==> config.mk <==
export PLATFORM = sky130hd
export DESIGN_NAME = dw2_11_calc
export DESIGN_NICKNAME = d
export VERILOG_FILES = /design/src/rtl/dw2_11_calc_pkg.sv /design/src/rtl/dw2_11_calc_mul.sv /design/src/rtl/dw2_11_calc.sv
export SDC_FILE = /design/constraint.sdc
export NUM_CORES = 1
export LEC_CHECK = 0
export BUFFER_PORTS_ARGS = -buffer_cell sky130_fd_sc_hd__buf_4
export CAP_MARGIN = 20
export CORE_MARGIN = 3
export CORE_UTILIZATION = 47
export DETAILED_ROUTE_END_ITERATION = 10
export PLACE_DENSITY = 0.75
export SLEW_MARGIN = 20
export SYNTH_ARGS = -nofsm -noshare
export SYNTH_HDL_FRONTEND = slang
export SYNTH_SLANG_ARGS = --single-unit
==> constraint.sdc <==
create_clock -name clk -period 6 [get_ports clk]
set_clock_uncertainty 0.1 [all_clocks]
set_input_delay 0.3 -clock clk [delete_from_list [all_inputs] [get_ports clk]]
set_output_delay 0.3 -clock clk [all_outputs]
set_load 0.02 [all_outputs]
==> src/rtl/dw2_11_calc_pkg.sv <==
// Shared constants, saturation limits and FSM encoding for the dw2_11
// delta-weight calculator.
package dw2_11_calc_pkg;

    localparam int          DEF_WIDTH     = 32;
    localparam int          DEF_FRAC_BITS = 24;
    localparam logic [31:0] ETA_DEFAULT   = 32'h0019_9999;  // 0.1 in Q8.24

    localparam logic [31:0] SAT_POS = 32'h7FFF_FFFF;
    localparam logic [31:0] SAT_NEG = 32'h8000_0000;

    typedef enum logic [1:0] {
        IDLE    = 2'd0,
        MUL_DA  = 2'd1,
        MUL_ETA = 2'd2,
        DONE    = 2'd3
    } state_t;

endpackage

==> src/rtl/dw2_11_calc_mul.sv <==
// Serial sign-magnitude fixed-point multiplier: one partial product per cycle,
// result shifted right by FRAC_BITS (toward zero) and saturated.
module fx_mul_serial
    import dw2_11_calc_pkg::*;
#(
    parameter int WIDTH     = DEF_WIDTH,
    parameter int FRAC_BITS = DEF_FRAC_BITS
) (
    input  logic             clk,
    input  logic             rst_n,
    input  logic             load,
    input  logic [WIDTH-1:0] op_a,
    input  logic [WIDTH-1:0] op_b,
    output logic             done,
    output logic [WIDTH-1:0] result
);

    localparam int               CW         = $clog2(WIDTH);
    localparam int               LW         = WIDTH - FRAC_BITS;
    localparam logic [CW-1:0]    LAST       = CW'(WIDTH - 1);
    localparam logic [CW-1:0]    FRAC_START = CW'(FRAC_BITS);
    localparam logic [WIDTH-1:0] MAX_POS    = {1'b0, {(WIDTH-1){1'b1}}};
    localparam logic [WIDTH-1:0] MIN_NEG    = {1'b1, {(WIDTH-1){1'b0}}};

    logic [WIDTH-1:0]    mplier;
    logic [WIDTH-1:0]    mcand;
    logic [WIDTH-1:0]    acc_hi;
    logic [LW-1:0]       acc_lo;
    logic                neg;
    logic                running;
    logic [CW-1:0]       cnt;
    logic [WIDTH:0]      sum;
    logic [WIDTH+LW-1:0] quot;
    logic                big;

    // Magnitude of the most negative value is 2^(WIDTH-1), which fits unsigned.
    function automatic logic [WIDTH-1:0] mag(input logic [WIDTH-1:0] v);
        return v[WIDTH-1] ? (~v + 1'b1) : v;
    endfunction

    assign done = running && (cnt == LAST);

    always_comb begin
        sum = {1'b0, acc_hi};
        if (mplier[0]) sum = {1'b0, acc_hi} + {1'b0, mcand};
    end

    // Right-shifting accumulator: bits below FRAC_BITS are shifted out and dropped.
    always_ff @(posedge clk or negedge rst_n) begin
        if (!rst_n) begin
            mplier  <= '0;
            mcand   <= '0;
            acc_hi  <= '0;
            acc_lo  <= '0;
            neg     <= 1'b0;
            running <= 1'b0;
            cnt     <= '0;
        end else if (load) begin
            mplier  <= mag(op_a);
            mcand   <= mag(op_b);
            acc_hi  <= '0;
            acc_lo  <= '0;
            neg     <= op_a[WIDTH-1] ^ op_b[WIDTH-1];
            running <= 1'b1;
            cnt     <= '0;
        end else if (running) begin
            mplier <= {1'b0, mplier[WIDTH-1:1]};
            acc_hi <= sum[WIDTH:1];
            if (cnt >= FRAC_START) acc_lo <= {sum[0], acc_lo[LW-1:1]};
            cnt <= cnt + 1'b1;
            if (done) running <= 1'b0;
        end
    end

    always_comb begin
        quot = {acc_hi, acc_lo};
        big  = |quot[WIDTH+LW-1:WIDTH-1];
        if (neg) result = big ? MIN_NEG : (~quot[WIDTH-1:0] + 1'b1);
        else     result = big ? MAX_POS : quot[WIDTH-1:0];
    end

endmodule

==> src/rtl/dw2_11_calc.sv <==
// Output-layer weight delta dw2_11 = ETA * (delta2_1 * a1_1), computed with one
// shared serial multiplier; pulses select_update when the new delta is loaded.
module dw2_11_calc
    import dw2_11_calc_pkg::*;
#(
    parameter int               WIDTH     = DEF_WIDTH,
    parameter int               FRAC_BITS = DEF_FRAC_BITS,
    parameter logic [WIDTH-1:0] ETA       = ETA_DEFAULT
) (
    input  logic             clk,
    input  logic             reset,
    input  logic             start,
    input  logic [WIDTH-1:0] delta2_1,
    input  logic [WIDTH-1:0] a1_1,
    output logic             busy,
    output logic [WIDTH-1:0] dw2_11,
    output logic             select_update,
    output logic [1:0]       fsm_state
);

    state_t           state;
    logic             eta_first;
    logic             mul_load;
    logic             mul_done;
    logic [WIDTH-1:0] mul_a;
    logic [WIDTH-1:0] mul_b;
    logic [WIDTH-1:0] mul_result;

    assign fsm_state = state;

    // First multiply loads straight from the inputs on the accepting edge; the
    // ETA multiply loads from the saturated intermediate one cycle into MUL_ETA.
    assign mul_load = ((state == IDLE) && start) || ((state == MUL_ETA) && eta_first);
    assign mul_a    = (state == IDLE) ? delta2_1 : ETA;
    assign mul_b    = (state == IDLE) ? a1_1 : mul_result;

    fx_mul_serial #(
        .WIDTH     (WIDTH),
        .FRAC_BITS (FRAC_BITS)
    ) u_mul (
        .clk    (clk),
        .rst_n  (reset),
        .load   (mul_load),
        .op_a   (mul_a),
        .op_b   (mul_b),
        .done   (mul_done),
        .result (mul_result)
    );

    always_ff @(posedge clk or negedge reset) begin
        if (!reset) begin
            state         <= IDLE;
            busy          <= 1'b0;
            select_update <= 1'b0;
            dw2_11        <= '0;
            eta_first     <= 1'b0;
        end else begin
            select_update <= 1'b0;
            eta_first     <= 1'b0;
            case (state)
                IDLE: begin
                    if (start) begin
                        busy  <= 1'b1;
                        state <= MUL_DA;
                    end
                end
                MUL_DA: begin
                    if (mul_done) begin
                        eta_first <= 1'b1;
                        state     <= MUL_ETA;
                    end
                end
                MUL_ETA: begin
                    if (mul_done && !eta_first) state <= DONE;
                end
                DONE: begin
                    dw2_11        <= mul_result;
                    select_update <= 1'b1;
                    busy          <= 1'b0;
                    state         <= IDLE;
                end
                default: state <= IDLE;
            endcase
        end
    end

endmodule

==> flow_summary.ini <==
[grt]
grt_pass1_wl_mm = 51.0
grt_max_degree = 104
grt_usage_pct = 24.4
grt_overflow_total = 0
grt_antenna_before_repair = 0
grt_pass1_vias = 9592

[worst_setup_path]
cp_cell_sequence = nor4_2, nand3_2, buf_4, or3_1, o21ai_0, xor2_1, o41ai_1, o2111ai_1, or4_1, nand3_1
cpPeakStageDelay_ps = 630
critical_path_peak_fanout = 27
path_class = register to register
start_kind = register
r2r_cells = 10
crit_arrival_ps = 4750
cp_data_required_time_ps = 6270
reg2reg_slack_ps = 1520
end_kind = register
critPathCapture = u_mul.mcand[30]
cp-startpoint = u_mul.acc_hi[28]
cp_num_cells = 10
crit_family = simple AND/OR/NAND/NOR gates
r2r-start = u_mul.acc_hi[28]
r2r_end = u_mul.mcand[30]
path_buf_inv = 1
crit_slowest_cell = o41ai_1

[floorplanning]
rows = 55
die-area_um2 = 25500
die_w_um = 160
io_pins = 103
core-area_um2 = 22900
start_util_pct = 48.4
die_h_um = 160

[timing]
timing.final.crit_share_pct = 74.7
worstMarginPinSlew_ps = 1090
final.setup.tns_ps = 0
hold-worst-slack_ps = 101
setup_viol = 0
final.min_clock_period_ps = 4480
slew-limit-headroom_pct = 27.5
setup_ws_ps = 1520
fmax_mhz = 223
hold_viol = 0
rsz0062_at_grt = false
drv_slew = 0

[power_and_ir_drop]
p_leak_nw = 5.75
p_clk_share_pct = 14.5
power_mw = 7.72
p_per_area_nw_per_um2 = 611
p_comb_share_pct = 60.3
vdd_drop_max_mv = 0.395
sw_frac_of_total_pct = 47.6
netSwitchingPower_mw = 3.67
p_int_mw = 4.05
seq_power_share_pct = 25.1

[placement]
place_area_um2 = 12000
dp.cells = 1616
place_congestion = 0.935
place_hpwl_mm = 22.6
numPortBuffers = 102
dp_slack_ps = 1660

[drt]
wl_per_cell_um = 19.2
ant_nets = 0
wl_mm = 31.7
firstDrtPassIters = 5
drc = 0
vias = 10197
first_iter_violations = 1129
viasPerCell = 6.18

[cts]
cts_tree = done
htree_levels = 4
cts_buffer_depth = 2
cts.sinks = 148
root_buffer = clkbuf_16
cts_setup_buffers = 0
clk_pin_slew_worst_paths_ps = 60
clock_latency_ps = 430
cts_resized = 0
cts-buffers-inserted = 17

[layout]
final_common_cell = dfrtp_1
nets = 1433
fillers = 2017
fin_util_pct = 55.1
final_cell_mix = dfrtp_1 (147), buf_4 (112), nor2_1 (110)
finalNonFillerCells = 1649
diodes = 0
drive_above_1_share_pct = 15.1
finalInstanceArea_um2 = 12600
syn2layout_area_growth_pct = 13.9

[outcome]
status = complete, no violations

[yosys]
yosysSeqAreaShare_pct = 33.4
synth_top_cell_area_share_pct = 33.4
yosysTopAreaCell = dfrtp_1
synth_cell_type_count = 77
synth_warnings = 0
synth_area_leaders = dfrtp_1 (33%), mux2i_1 (6.6%), xor2_1 (5.2%)
syn_nets = 1382
postSynth.asyncResetShare_pct = 100
synth_cells = 1272
ys_ff_latch = 148
avgSynthCellArea_um2 = 8.72
synth-edff-count = 0
synthFlopType = dfrtp_1
synth_area_um2 = 11100

[job]
drv_cap = 0

[hold_path]
hp-class = input port to register
[area by class of cell]
type / count / area (um^2) / share of cell area [%]
clock buffers: 21 / 460 / 3.64
flip-flops and latches: 148 / 3710 / 29.3
well taps: 313 / 392 / 3.10
repair buffers: 114 / 862 / 6.82
multi-input cells: 1011 / 6950 / 55.0
inverters: 31 / 116 / 0.921
clock inverters: 11 / 148 / 1.17
[worst reg2reg max path, stage by stage, from the launching register on]
cell and delay [ps]:
dfrtp_1 430, nor4_2 550, nand3_2 560, buf_4 410
or3_1 440, o21ai_0 240, xor2_1 160, o41ai_1 630
o2111ai_1 290, or4_1 520, nand3_1 90
[kinds of logic (layout without fill, tap and decap cells)]
kind of cell	Yosys count	count (layout)	synth area share, %
AO/OA/AOI/OAI	393	393	23.0
multiplexers	94	94	8.72
buffers and inverters	113	177	4.16
XOR/XNOR	98	98	7.74
AND/OR/NAND/NOR	383	383	18.0
adder cells (fa/ha/maj)	43	43	4.92
flip-flops	148	148	33.4
[power groups by stage]
stage | Combinational, mW | Sequential [mW] | Clock [mW]
6_report | 4.66 | 1.94 | 1.12
5_1_grt | 5.14 | 1.99 | 1.18
4_1_cts | 4.60 | 1.91 | 1.14
3_5_place_dp | 4.56 | 1.92 | 0
3_3_place_gp | 4.48 | 1.91 | 0
2_1_floorplan | 3.42 | 1.86 | 0
[what timing repair did]
action,in CTS,in global routing
hold buffers,1,0
endpoints found under the setup margin,0,0
endpoints found under the hold margin,102,0
[cell usage after synthesis (all sizes together) (20+ instances only)]
cell and n:
dfrtp 148, nor2 110, a21oi 104, nand2 92, o21ai 82, mux2i 73, xor2 66, clkbuf 56
ha 42, xnor2 32, a21o 31, inv 31, nand3 29, buf 26, a211oi 24, o31ai 23
mux2 21, nor3 21, or3 21, o22ai 20
[worst min-delay path by stage]
| stage | start | endpoint | slack (ps) | cells after the start |
|---|---|---|---|---|
| global placement | u_mul.mcand[11] | u_mul.mcand[11] | 380 | 2 |
| CTS | delta2_1[0] | u_mul.mplier[0] | 90 | 3 |
| finish | delta2_1[0] | u_mul.mplier[0] | 100 | 3 |
| floorplan | reset | busy | -100 | 0 |
| detailed placement | reset | u_mul.mcand[9] | 380 | 1 |
| global route | delta2_1[0] | u_mul.mplier[0] | 110 | 3 |
[sequential cells by signal (all words and copies together) (netlist names)]
name           flops
busy               1
dw2_11            32
eta_first          1
fsm_state          2
select_update      1
u_mul.acc_hi      32
u_mul.acc_lo       8
u_mul.cnt          5
u_mul.mcand       32
u_mul.mplier      32
u_mul.neg          1
u_mul.running      1
[layer usage]
layer,global-route usage [%],part of all wire (%)
met5,0,0
met4,8.20,2.4
met3,4.33,8.3
met2,37.0,45
met1,35.3,44
Note: power is estimated with default switching activity, not from simulation.
